### src/rtl/prga_pkg.sv
`default_nettype none
// ============================================================================
// Module   : prga_pkg
// Purpose  : State encoding, printable-ASCII window and parameter legality
//            check shared by prga_drop and prga_step.
// Revision : 1.0 - initial release
// ============================================================================
package prga_pkg;

    localparam int STATE_W = 4;

    localparam logic [STATE_W-1:0] IDLE   = 4'd0;
    localparam logic [STATE_W-1:0] LEN_RD = 4'd1;
    localparam logic [STATE_W-1:0] I_RD   = 4'd2;
    localparam logic [STATE_W-1:0] J_RD   = 4'd3;
    localparam logic [STATE_W-1:0] SWAP_J = 4'd4;
    localparam logic [STATE_W-1:0] SWAP_I = 4'd5;
    localparam logic [STATE_W-1:0] K_RD   = 4'd6;
    localparam logic [STATE_W-1:0] PT_WR  = 4'd7;
    localparam logic [STATE_W-1:0] DONE   = 4'd8;

    localparam logic [7:0] ASCII_LO = 8'h20;
    localparam logic [7:0] ASCII_HI = 8'h7E;

    function automatic logic len_bytes_legal(input int lb);
        return (lb == 1) || (lb == 2);
    endfunction

endpackage
`default_nettype wire

### src/rtl/prga_step.sv
`default_nettype none
// ============================================================================
// Module   : prga_step
// Purpose  : RC4 PRGA i/j/si/sj registers and S-box swap datapath, shared by
//            the keystream drop phase and the message phase.
// Revision : 1.0 - initial release
// ============================================================================
module prga_step
    import prga_pkg::*;
(
    input  logic               clk,
    input  logic               rst,
    input  logic               clr,
    input  logic [STATE_W-1:0] state,
    input  logic [7:0]         s_rddata,
    output logic [7:0]         s_addr,
    output logic [7:0]         s_wrdata,
    output logic               s_wren
);
    logic [7:0] r_i;
    logic [7:0] r_j;
    logic [7:0] r_si;
    logic [7:0] r_sj;
    logic [7:0] w_j_next;

    // In J_RD the S-box data is S[i]; the new j is needed as an address the same cycle.
    assign w_j_next = r_j + s_rddata;

    always_ff @(posedge clk) begin
        if (rst || clr) begin
            r_i  <= 8'd0;
            r_j  <= 8'd0;
            r_si <= 8'd0;
            r_sj <= 8'd0;
        end else begin
            case (state)
                I_RD:    r_i <= r_i + 8'd1;
                J_RD: begin
                    r_si <= s_rddata;
                    r_j  <= w_j_next;
                end
                SWAP_J:  r_sj <= s_rddata;
                default: ;
            endcase
        end
    end

    always_comb begin
        s_addr   = 8'd0;
        s_wrdata = 8'd0;
        s_wren   = 1'b0;
        case (state)
            I_RD:   s_addr = r_i + 8'd1;
            J_RD:   s_addr = w_j_next;
            SWAP_J: begin
                s_addr   = r_j;
                s_wrdata = r_si;
                s_wren   = 1'b1;
            end
            SWAP_I: begin
                s_addr   = r_i;
                s_wrdata = r_sj;
                s_wren   = 1'b1;
            end
            K_RD:   s_addr = r_si + r_sj;
            default: ;
        endcase
    end

endmodule
`default_nettype wire

### src/rtl/prga_drop.sv
`default_nettype none
// ============================================================================
// Module   : prga_drop
// Purpose  : RC4-drop[N] decryptor: reads a length-prefixed ciphertext, runs
//            the PRGA over an in-place S-box RAM and writes the plaintext.
//            Define PRGA_ASCII_CHECK_EN to abort on non-printable plaintext.
// Revision : 1.0 - initial release
// ============================================================================
module prga_drop
    import prga_pkg::*;
#(
    parameter int  LEN_BYTES = 1,
    parameter int  DROP_N    = 0,
    localparam int MSG_AW    = 8 * LEN_BYTES + 1,
    localparam int MAX_LEN   = 2 ** (8 * LEN_BYTES) - 1
) (
    input  logic              clk,
    input  logic              rst,
    input  logic              en,
    output logic              rdy,
    output logic [7:0]        s_addr,
    input  logic [7:0]        s_rddata,
    output logic [7:0]        s_wrdata,
    output logic              s_wren,
    output logic [MSG_AW-1:0] ct_addr,
    input  logic [7:0]        ct_rddata,
    output logic [MSG_AW-1:0] pt_addr,
    output logic [7:0]        pt_wrdata,
    output logic              pt_wren,
    output logic              pt_ok
);
    localparam int KW = $clog2(MAX_LEN + 1);

    if (!len_bytes_legal(LEN_BYTES)) begin : g_bad_len_bytes
        $error("prga_drop: LEN_BYTES must be 1 or 2");
    end

    logic [STATE_W-1:0] r_state;
    logic [KW-1:0]      r_k;
    logic [KW-1:0]      r_len;
    logic [KW-1:0]      w_len_shift;
    logic [15:0]        r_drop;
    logic               r_dropping;
    logic               w_start;
    logic               w_abort;
    logic [7:0]         w_pt_byte;

    assign w_start   = (r_state == IDLE) && en;
    assign rdy       = (r_state == IDLE);
    assign w_pt_byte = s_rddata ^ ct_rddata;

    // Length bytes arrive LSB first, so shift each new byte in at the top.
    if (LEN_BYTES == 1) begin : g_len_1
        assign w_len_shift = ct_rddata;
    end else begin : g_len_n
        assign w_len_shift = {ct_rddata, r_len[KW-1:8]};
    end

`ifdef PRGA_ASCII_CHECK_EN
    logic r_pt_ok;
    assign w_abort = (r_state == PT_WR) &&
                     ((w_pt_byte < ASCII_LO) || (w_pt_byte > ASCII_HI));
    always_ff @(posedge clk) begin
        if (rst || w_start) begin
            r_pt_ok <= 1'b1;
        end else if (w_abort) begin
            r_pt_ok <= 1'b0;
        end
    end
    assign pt_ok = r_pt_ok;
`else
    assign w_abort = 1'b0;
    assign pt_ok   = 1'b1;
`endif

    always_ff @(posedge clk) begin
        if (rst) begin
            r_state    <= IDLE;
            r_k        <= '0;
            r_len      <= '0;
            r_drop     <= 16'd0;
            r_dropping <= 1'b0;
        end else begin
            case (r_state)
                IDLE: begin
                    if (en) begin
                        r_state <= LEN_RD;
                        r_k     <= '0;
                    end
                end
                LEN_RD: begin
                    if (r_k != '0) begin
                        r_len <= w_len_shift;
                    end
                    if (r_k == KW'(LEN_BYTES)) begin
                        r_k    <= '0;
                        r_drop <= 16'd0;
                        if (DROP_N != 0) begin
                            r_dropping <= 1'b1;
                            r_state    <= I_RD;
                        end else if (w_len_shift == '0) begin
                            r_state <= DONE;
                        end else begin
                            r_state <= I_RD;
                        end
                    end else begin
                        r_k <= r_k + KW'(1);
                    end
                end
                I_RD:   r_state <= J_RD;
                J_RD:   r_state <= SWAP_J;
                SWAP_J: r_state <= SWAP_I;
                SWAP_I: begin
                    if (!r_dropping) begin
                        r_state <= K_RD;
                    end else if (r_drop == 16'(DROP_N - 1)) begin
                        r_dropping <= 1'b0;
                        r_state    <= (r_len == '0) ? DONE : I_RD;
                    end else begin
                        r_drop  <= r_drop + 16'd1;
                        r_state <= I_RD;
                    end
                end
                K_RD:   r_state <= PT_WR;
                PT_WR: begin
                    if (w_abort || (r_k == r_len - KW'(1))) begin
                        r_state <= DONE;
                    end else begin
                        r_k     <= r_k + KW'(1);
                        r_state <= I_RD;
                    end
                end
                DONE:    r_state <= IDLE;
                default: r_state <= IDLE;
            endcase
        end
    end

    prga_step u_step (
        .clk      (clk),
        .rst      (rst),
        .clr      (w_start),
        .state    (r_state),
        .s_rddata (s_rddata),
        .s_addr   (s_addr),
        .s_wrdata (s_wrdata),
        .s_wren   (s_wren)
    );

    // Length field is copied through as it is read; payload sits after it.
    always_comb begin
        ct_addr   = MSG_AW'(r_k) + MSG_AW'(LEN_BYTES);
        pt_addr   = '0;
        pt_wrdata = 8'd0;
        pt_wren   = 1'b0;
        if (r_state == LEN_RD) begin
            ct_addr = MSG_AW'(r_k);
            if (r_k != '0) begin
                pt_addr   = MSG_AW'(r_k - KW'(1));
                pt_wrdata = ct_rddata;
                pt_wren   = 1'b1;
            end
        end else if (r_state == PT_WR) begin
            pt_addr   = MSG_AW'(r_k) + MSG_AW'(LEN_BYTES);
            pt_wrdata = w_pt_byte;
            pt_wren   = 1'b1;
        end
    end

endmodule
`default_nettype wire

### config.mk
export PLATFORM = sky130hd
export DESIGN_NAME = prga_drop
export DESIGN_NICKNAME = d
export VERILOG_FILES = /design/src/rtl/prga_pkg.sv /design/src/rtl/prga_step.sv /design/src/rtl/prga_drop.sv
export SDC_FILE = /design/constraint.sdc
export NUM_CORES = 1
export LEC_CHECK = 0
export CORE_MARGIN = 5
export CORE_UTILIZATION = 53
export CTS_CLUSTER_DIAMETER = 50
export DETAILED_ROUTE_END_ITERATION = 12
export PLACE_DENSITY = 0.88
export SYNTH_ARGS = -nofsm -noshare
export SYNTH_HDL_FRONTEND = slang
export SYNTH_SLANG_ARGS = --single-unit
### constraint.sdc
create_clock -name clk -period 4.15 [get_ports clk]
set_input_delay 0.6225 -clock clk [delete_from_list [all_inputs] [get_ports clk]]
set_output_delay 0.6225 -clock clk [all_outputs]
set_load 0.005 [all_outputs]
==> flow_summary_export.csv, run 1 <==
group,metric,value,unit
outcome,status,"finished clean",
route,drtIter0Drc,582,
synthesis,ys_warn_count,0,
finish,design_area,0.00590,mm2
finish,fill_cells,755,
synthesis,synthFlopType,"dfxtp_1",
finish,multi_input_area,0.00332,mm2
clock_network,cts_num_sinks,69,
finish,fin_util,0.642,
flow_run,maxCapViolCount,0,
worst_setup_path,path_cells,"clkdlybuf4s50_1 -> ha_1 -> fa_1 -> a21o_1 -> a21oi_2 -> nor2_1 -> a211oi_2 -> nand2_1 -> or3b_2 -> clkdlybuf4s50_1",
synthesis,yosys.cell_types.count,78,
power,ir_drop,0.000219,V
finish,seq_area,0.00138,mm2
placed_design,post-dp-hpwl,10900,um
sta,relSlewSlack,0.256,
route,wirelength,15300,um
clock_network,cts-root-buf,"clkbuf_8",
floorplanning,core,0.00920,mm2
sta,fin_crit_sh,0.970,
grt,track_usage,0.270,
synthesis,synth-simple-area-share,0.266,
clock_network,cts_hold_buf,0,
synthesis,synth_xor_area_frac,0.0772,
route,drc,0,
worst_hold_path,hold_depth,2,
finish,area_growth,18.2,%
power,p_leak,2.07,nW
sta,fin_crit,4.03,ns
route,wire_per_inst,18.5,um
placed_design,gp_congestion,0.952,
sta,final-setup-viol-count,0,
floorplanning,die_x,107,um
synthesis,synthesis.area,0.00499,mm2
floorplanning,pin_count,65,
floorplanning,initial_core_util,0.543,
synthesis,synthMuxAreaShare,0.0228,
worst_setup_path,slowest_stage,"clkdlybuf4s50_1",
synthesis,netlist_instances,663,
sta,worst_pin_slew,1.11,ns
worst_hold_path,hold_start,"u_step.r_si[5]$_SDFFE_PP0P_",
synthesis,ys_seq_area_frac,0.277,
grt,grt_max_degree,33,
worst_setup_path,crit_required,3.53,ns
power,powerDensity,274,mW/mm2
clock_network,path_clk_slew,0.08,ns
worst_setup_path,cp-start-kind,"primary input",
worst_setup_path,end_kind,"primary output",
worst_setup_path,slowest_delay,0.48,ns
sta,slew_violations,0,
worst_hold_path,hold_path_class,"flip-flop to flip-flop",
clock_network,htreeDepth,3,
synthesis,synth-edff-count,0,
finish,nNetsFinal,753,
placed_design,dpl.cell_count,811,
synthesis,synth_fa_ha_area_frac,0.0581,
worst_setup_path,crit_top_cell,"clkdlybuf4s50_1",
clock_network,cts_max_path_buffers,2,
worst_setup_path,r2r-start,"r_state[2]$_SDFFE_PP0P_",
grt,grt_pass1_vias,5115,
synthesis,synth_compound_area_frac,0.237,
worst_setup_path,worstSetupPathType,"primary input to primary output",
synthesis,synth_nets,704,
grt,antenna_found_initial,0,
synthesis,synth_top_family_by_area,"simple AND/OR/NAND/NOR gates",
route,vias_per_cell,6.42,
synthesis,async_reset_ff_frac,0,
placed_design,postPlaceCellArea,0.00566,mm2
worst_setup_path,crit_path_start,"s_rddata[0]",
sta,fmax,248,MHz
synthesis,syn_avg_cell_area,7.53,um2
floorplanning,dieHeight,107,um
grt,grt_overflow_total,0,
route,ant_nets,0,
clock_network,clock_insertion_delay_worst_skew,0.35,ns
placed_design,port_buffers,63,
floorplanning,rows,35,
sta,timing_hold_violations_final,0,
finish,drive_above_1_share,0.0767,
worst_setup_path,path_max_fanout,3,
finish,instances_no_fill,828,
worst_setup_path,reg2reg_depth,7,
finish,antennaDiodeCount,0,
worst_setup_path,arrival,3.40,ns
clock_network,numCtsBuffers,9,
synthesis,ys_ff_latch,69,
route,drtPass1Iterations,6,
clock_network,cts_tree,"built",
route,vias,5316,
sta,skew,0.00811,ns
floorplanning,die_area,0.0115,mm2
grt,grt_pass1_wl,25100,um
## stage by stage
| step | setup TNS, ns | power (mW) | worst slack (ns) | hold WS, ns |
|---|---|---|---|---|
| after floorplan | 0 | 0.883 | 1.13 | 0.449 |
| after global placement | 0 | 0.982 | 0.0827 | 0.458 |
| after detailed placement | 0 | 0.991 | 0.0808 | 0.471 |
| after CTS | 0 | 1.61 | 0.0421 | 0.482 |
| after global routing | -0.00392 | 1.67 | -0.00392 | 0.500 |
| final | 0 | 1.62 | 0.125 | 0.479 |
## power by group
| group | switching, mW | internal [mW] |
|---|---|---|
| clock | 0.278 | 0.354 |
| sequential | 0.0173 | 0.671 |
| combinational | 0.176 | 0.120 |
| total | 0.472 | 1.14 |
## cells by family after synthesis
family                   Yosys count
AO/OA/AOI/OAI                    170
XOR/XNOR                          44
adder cells (fa/ha/maj)           22
buffers and inverters             64
flip-flops                        69
multiplexers                      11
other                              1
AND/OR/NAND/NOR                  282
## final timing paths
path / end / slack [ns]
worst min register to register: u_step.r_si[5]$_SDFFE_PP0P_ / 0.48
worst max-delay path: s_addr[6] / 0.12
worst min-delay path: u_step.r_si[5]$_SDFFE_PP0P_ / 0.48
worst max register to register: r_k[2]$_SDFFE_PP0P_ / 1.38
## what timing repair did
item | CTS | global route
buffers inserted | 0 | 1
gates resized for setup | 0 | 3
setup endpoints to repair | 0 | 2
## cells in the final DEF, fill, tap and decap left out, types with 4 or more instances in the layout
| master | instances |
|---|---|
| or3_1 | 6 |
| o21ai_0 | 40 |
| nand2_1 | 110 |
| nand4_1 | 9 |
| ha_1 | 20 |
| xor2_1 | 18 |
| and3_1 | 12 |
| mux2i_1 | 8 |
| nor4_1 | 6 |
| nor3_1 | 14 |
| clkdlybuf4s50_1 | 62 |
| o31ai_1 | 4 |
| a21oi_1 | 52 |
| buf_4 | 16 |
| nand2b_1 | 6 |
| xnor2_1 | 26 |
| clkbuf_8 | 10 |
| a211oi_1 | 10 |
| inv_1 | 22 |
| nor2b_1 | 4 |
| a221oi_1 | 7 |
| nand3_1 | 20 |
| o211ai_1 | 10 |
| dfxtp_1 | 69 |
| nor2_1 | 73 |
## routing by layer
| layer | global-route usage | wire, um |
|---|---|---|
| met2 | 0.461 | 7540 |
| met5 | 0 | 0 |
| met1 | 0.333 | 5930 |
| met3 | 0.0470 | 1170 |
| met4 | 0.111 | 659 |
## worst max-delay path: cells and delay by family
family / cells / cell delay [ns]
AO/OA/AOI/OAI: 3 / 0.62
buffers and inverters: 2 / 0.91
adder cells (fa/ha/maj): 2 / 0.64
AND/OR/NAND/NOR: 3 / 0.61
## registers in the layout (all words and copies together) (netlist names)
register and cells:
r_drop 16, r_k 8, r_state 4, r_len 8
u_step.r_j 8, u_step.r_i 8, u_step.r_si 8, u_step.r_sj 8
r_dropping 1
## area by class of cell
type,count,area share
inverters,23,0.0146
clock buffers,10,0.0233
flip-flops and latches,69,0.234
well taps,111,0.0235
multi-input cells,530,0.562
clock inverters,6,0.0146
repair buffers,79,0.128
## synth_stat cells, types with 3 or more instances
library cell	n	area share
nand2_1	110	0.083
nor2_1	73	0.055
dfxtp_1	69	0.28
a21oi_1	53	0.053
o21ai_0	40	0.040
xnor2_1	26	0.046
clkbuf_1	24	0.018
inv_1	22	0.017
ha_1	20	0.050
nand3_1	20	0.020
xor2_1	18	0.032
nor3_1	14	0.014
and3_1	12	0.015
a211oi_1	11	0.017
o211ai_1	10	0.015
nand4_1	9	0.011
mux2i_1	8	0.016
a221oi_1	7	0.012
nand2b_1	6	0.0075
nor4_1	6	0.0075
or3_1	6	0.0075
buf_1	4	0.0030
buf_4	4	0.0060
buf_6	4	0.0090
nor2b_1	4	0.0050
o31ai_1	4	0.0060
a2111oi_0	3	0.0053
a2111oi_4	3	0.017
a22oi_1	3	0.0045
a32oi_1	3	0.0053
and2_1	3	0.0038
mux2_2	3	0.0068
nand3b_1	3	0.0045
o41ai_1	3	0.0053
or4_1	3	0.0045
No activity file was read; power rests on OpenSTA's default activity.
==> inputs of run 2 (changes only) <==
ABC_AREA = 1   (was not set)
==> flow_summary_export.csv, run 2 <==
group,metric,value,unit
synthesis,synth_commonest_cells,"230 x nand2_1, 89 x nor2_1, 69 x a21oi_1, 69 x dfxtp_1, 67 x inv_1",
clock_network,cts_resized,0,
route,wirelength,13500,um
worst_setup_path,slowest_stage,"clkdlybuf4s50_1",
worst_setup_path,path_cells,"clkdlybuf4s50_1 -> ha_1 -> fa_1 -> nand3_1 -> nand2_1 -> nand2_1 -> nand2_1 -> a21oi_1 -> nor2_1 -> nor2_1 -> nand2_1 -> o211ai_1 -> clkdlybuf4s50_1",
clock_network,path_clk_slew,0.08,ns
synthesis,synth-edff-count,0,
worst_setup_path,cp_top_family,"buffers and inverters",
synthesis,async_reset_ff_frac,0,
power,combPwrFrac,0.287,
finish,top_register,"r_drop",
grt,grt_overflow_total,0,
power,seq_power_share,0.363,
route,wire_per_inst,14.2,um
sta,relSlewSlack,0.509,
clock_network,cts_num_sinks,69,
worst_setup_path,path_max_fanout,5,
synthesis,synth_nets,821,
worst_setup_path,crit_end,"s_addr[6]",
clock_network,cts-root-buf,"clkbuf_8",
finish,area_growth,19.0,%
sta,timing_hold_violations_final,0,
sta,fin_crit,3.72,ns
sta,rsz0062_at_grt,"no",
finish,fill_cells,809,
floorplanning,die_x,106,um
floorplanning,dieHeight,106,um
clock_network,cts_tree,"built",
synthesis,ys_warn_count,0,
worst_setup_path,worstSetupPathType,"primary input to primary output",
worst_setup_path,r2r_end,"r_drop[15]$_SDFFE_PP0P_",
worst_setup_path,worstSetupPathDepth,13,
worst_setup_path,crit_required,3.53,ns
grt,grt_max_degree,37,
floorplanning,rows,35,
floorplanning,pin_count,65,
worst_setup_path,crit_buf_inv,2,
clock_network,cts_setup_buffers,0,
power,pwr-share-clk,0.351,
synthesis,synthFlopType,"dfxtp_1",
grt,track_usage,0.245,
worst_setup_path,slowest_delay,0.53,ns
grt,grt_pass1_vias,4792,
synthesis,synth.largest_area_cell,"dfxtp_1",
finish,design_area,0.00586,mm2
power,p_int,1.37,mW
worst_setup_path,reg2reg_slack,1.73,ns
finish,drive_above_1_share,0.0774,
synthesis,ys_ff_latch,69,
power,switching_share,0.325,
clock_network,htreeDepth,3,
worst_hold_path,hold_depth,2,
power,ir_drop,0.000203,V
power,p_leak,2.44,nW
synthesis,syn_avg_cell_area,6.32,um2
floorplanning,initial_core_util,0.538,
synthesis,yosysMostFrequentCell,"nand2_1",
worst_setup_path,reg2reg_depth,10,
sta,final-setup-viol-count,0,
finish,antennaDiodeCount,0,
synthesis,synthesis.area,0.00493,mm2
route,drtPass1Iterations,5,
sta,fin_crit_sh,0.897,
synthesis,netlist_instances,780,
sta,tns,0,ns
finish,nNetsFinal,876,
worst_setup_path,r2r-start,"r_state[0]$_SDFFE_PP0P_",
synthesis,ys_seq_area_frac,0.280,
finish,largest_reg_flops,16,
route,vias_per_cell,5.46,
sta,slew_violations,0,
worst_hold_path,hold_path_class,"flip-flop to flip-flop",
route,drc,0,
grt,antenna_found_initial,0,
power,finalPower,2.02,mW
route,ant_nets,0,
clock_network,cts_hold_buf,0,
worst_setup_path,crit_top_cell,"nand2_1",
power,powerDensity,345,mW/mm2
synthesis,yosys.cell_types.count,44,
clock_network,numCtsBuffers,9,
clock_network,clock_insertion_delay_worst_skew,0.35,ns
worst_setup_path,arrival,3.10,ns
clock_network,cts_max_path_buffers,2,
grt,grt_pass1_wl,22800,um
floorplanning,die_area,0.0113,mm2
worst_setup_path,cp-start-kind,"primary input",
outcome,status,"finished clean",
synthesis,synth.top_cell.area_share,0.280,
flow_run,maxCapViolCount,0,
worst_setup_path,end_kind,"primary output",
placed_design,gp_congestion,0.929,
power,p_sw,0.656,mW
sta,fmax,269,MHz
route,drtIter0Drc,300,
route,vias,5195,
sta,skew,0.0104,ns
placed_design,postPlaceCellArea,0.00561,mm2
placed_design,port_buffers,63,
sta,worst_pin_slew,0.734,ns
worst_setup_path,crit_path_start,"s_rddata[0]",
finish,final_cell_mix,"230 x nand2_1, 89 x nor2_1, 69 x a21oi_1, 69 x dfxtp_1, 67 x inv_1",
floorplanning,core,0.00915,mm2
finish,layout_commonest_cell,"nand2_1",
placed_design,post-dp-hpwl,9720,um
synthesis,synth_area_leaders,"dfxtp_1 28%, nand2_1 18%, a21oi_1 7.0%, nor2_1 6.8%, nand3_1 5.2%",
## run 2: changes by cell type after synthesis, moves of 16 or more
cell	change
nor2_1	+16
clkbuf_1	-16
nand3_1	+31
nand2_1	+120
inv_1	+45
a21oi_1	+16
xnor2_1	-19
## run 2: layout make-up
class                   instances  area [um2]  area share
clock buffers                  11         151      0.0258
clock inverters                 5         106      0.0181
inverters                      78         295      0.0504
multi-input cells             608        3120       0.531
flip-flops and latches         69        1380       0.236
well taps                     111         139      0.0237
repair buffers                 69         676       0.115
## run 2: tightest hold or removal path: cells and delay by family, from the launching register on
kind / cells / cell delay [ns]
buffers and inverters: 1 / 0.07
flip-flops: 1 / 0.31
AND/OR/NAND/NOR: 1 / 0.05
## run 2: worst min path at each step
stage / from / endpoint / slack [ns]
floorplan: r_dropping$_SDFFE_PP0P_ / r_dropping$_SDFFE_PP0P_ / 0.44
global placement: r_dropping$_SDFFE_PP0P_ / r_dropping$_SDFFE_PP0P_ / 0.46
detailed placement: r_dropping$_SDFFE_PP0P_ / r_dropping$_SDFFE_PP0P_ / 0.46
CTS: r_dropping$_SDFFE_PP0P_ / r_dropping$_SDFFE_PP0P_ / 0.48
global route: u_step.r_i[3]$_SDFFE_PP0P_ / u_step.r_i[3]$_SDFFE_PP0P_ / 0.50
finish: r_dropping$_SDFFE_PP0P_ / r_dropping$_SDFFE_PP0P_ / 0.47
## run 2: per-stage QoR
stage | cells | worst slack, ns | utilization | hold WS, ns
5_1_grt | 951 | 0.286 | 0.641 | 0.503
3_3_place_gp | 935 | 0.526 | 0.613 | 0.462
6_report | 951 | 0.429 | 0.641 | 0.473
4_1_cts | 951 | 0.444 | 0.641 | 0.475
2_1_floorplan | 780 | 1.64 | - | 0.439
3_5_place_dp | 935 | 0.458 | 0.613 | 0.463
## run 2: power by group through the flow
stage | Sequential, mW | Combinational, mW | Clock, mW
after CTS | 0.732 | 0.577 | 0.716
after detailed placement | 0.747 | 0.573 | 0
final | 0.733 | 0.579 | 0.709
after floorplan | 0.731 | 0.388 | 0
after global routing | 0.738 | 0.647 | 0.744
after global placement | 0.746 | 0.567 | 0
## run 2: logic make-up (layout without fill, tap and decap cells)
group                      after synthesis  count (layout)  share of synthesized area
AOI/OAI and AO/OA                      141             141                      0.167
xor gates and xnor gates                28              28                     0.0498
DFF                                     69              69                      0.280
adders and majority gates               22              22                     0.0589
other                                    1               1                   0.000761
buffers and inverters                  103             163                     0.0871
and+or+nand+nor                        416             416                      0.356
## run 2: per-layer routing
metal	part of all wire	up-vias	GRT usage
met1	0.44	2326	0.319
met4	0.022	0	0.0777
met3	0.065	27	0.0492
met2	0.47	191	0.408
met5	0	-	0
li1	-	2651	-
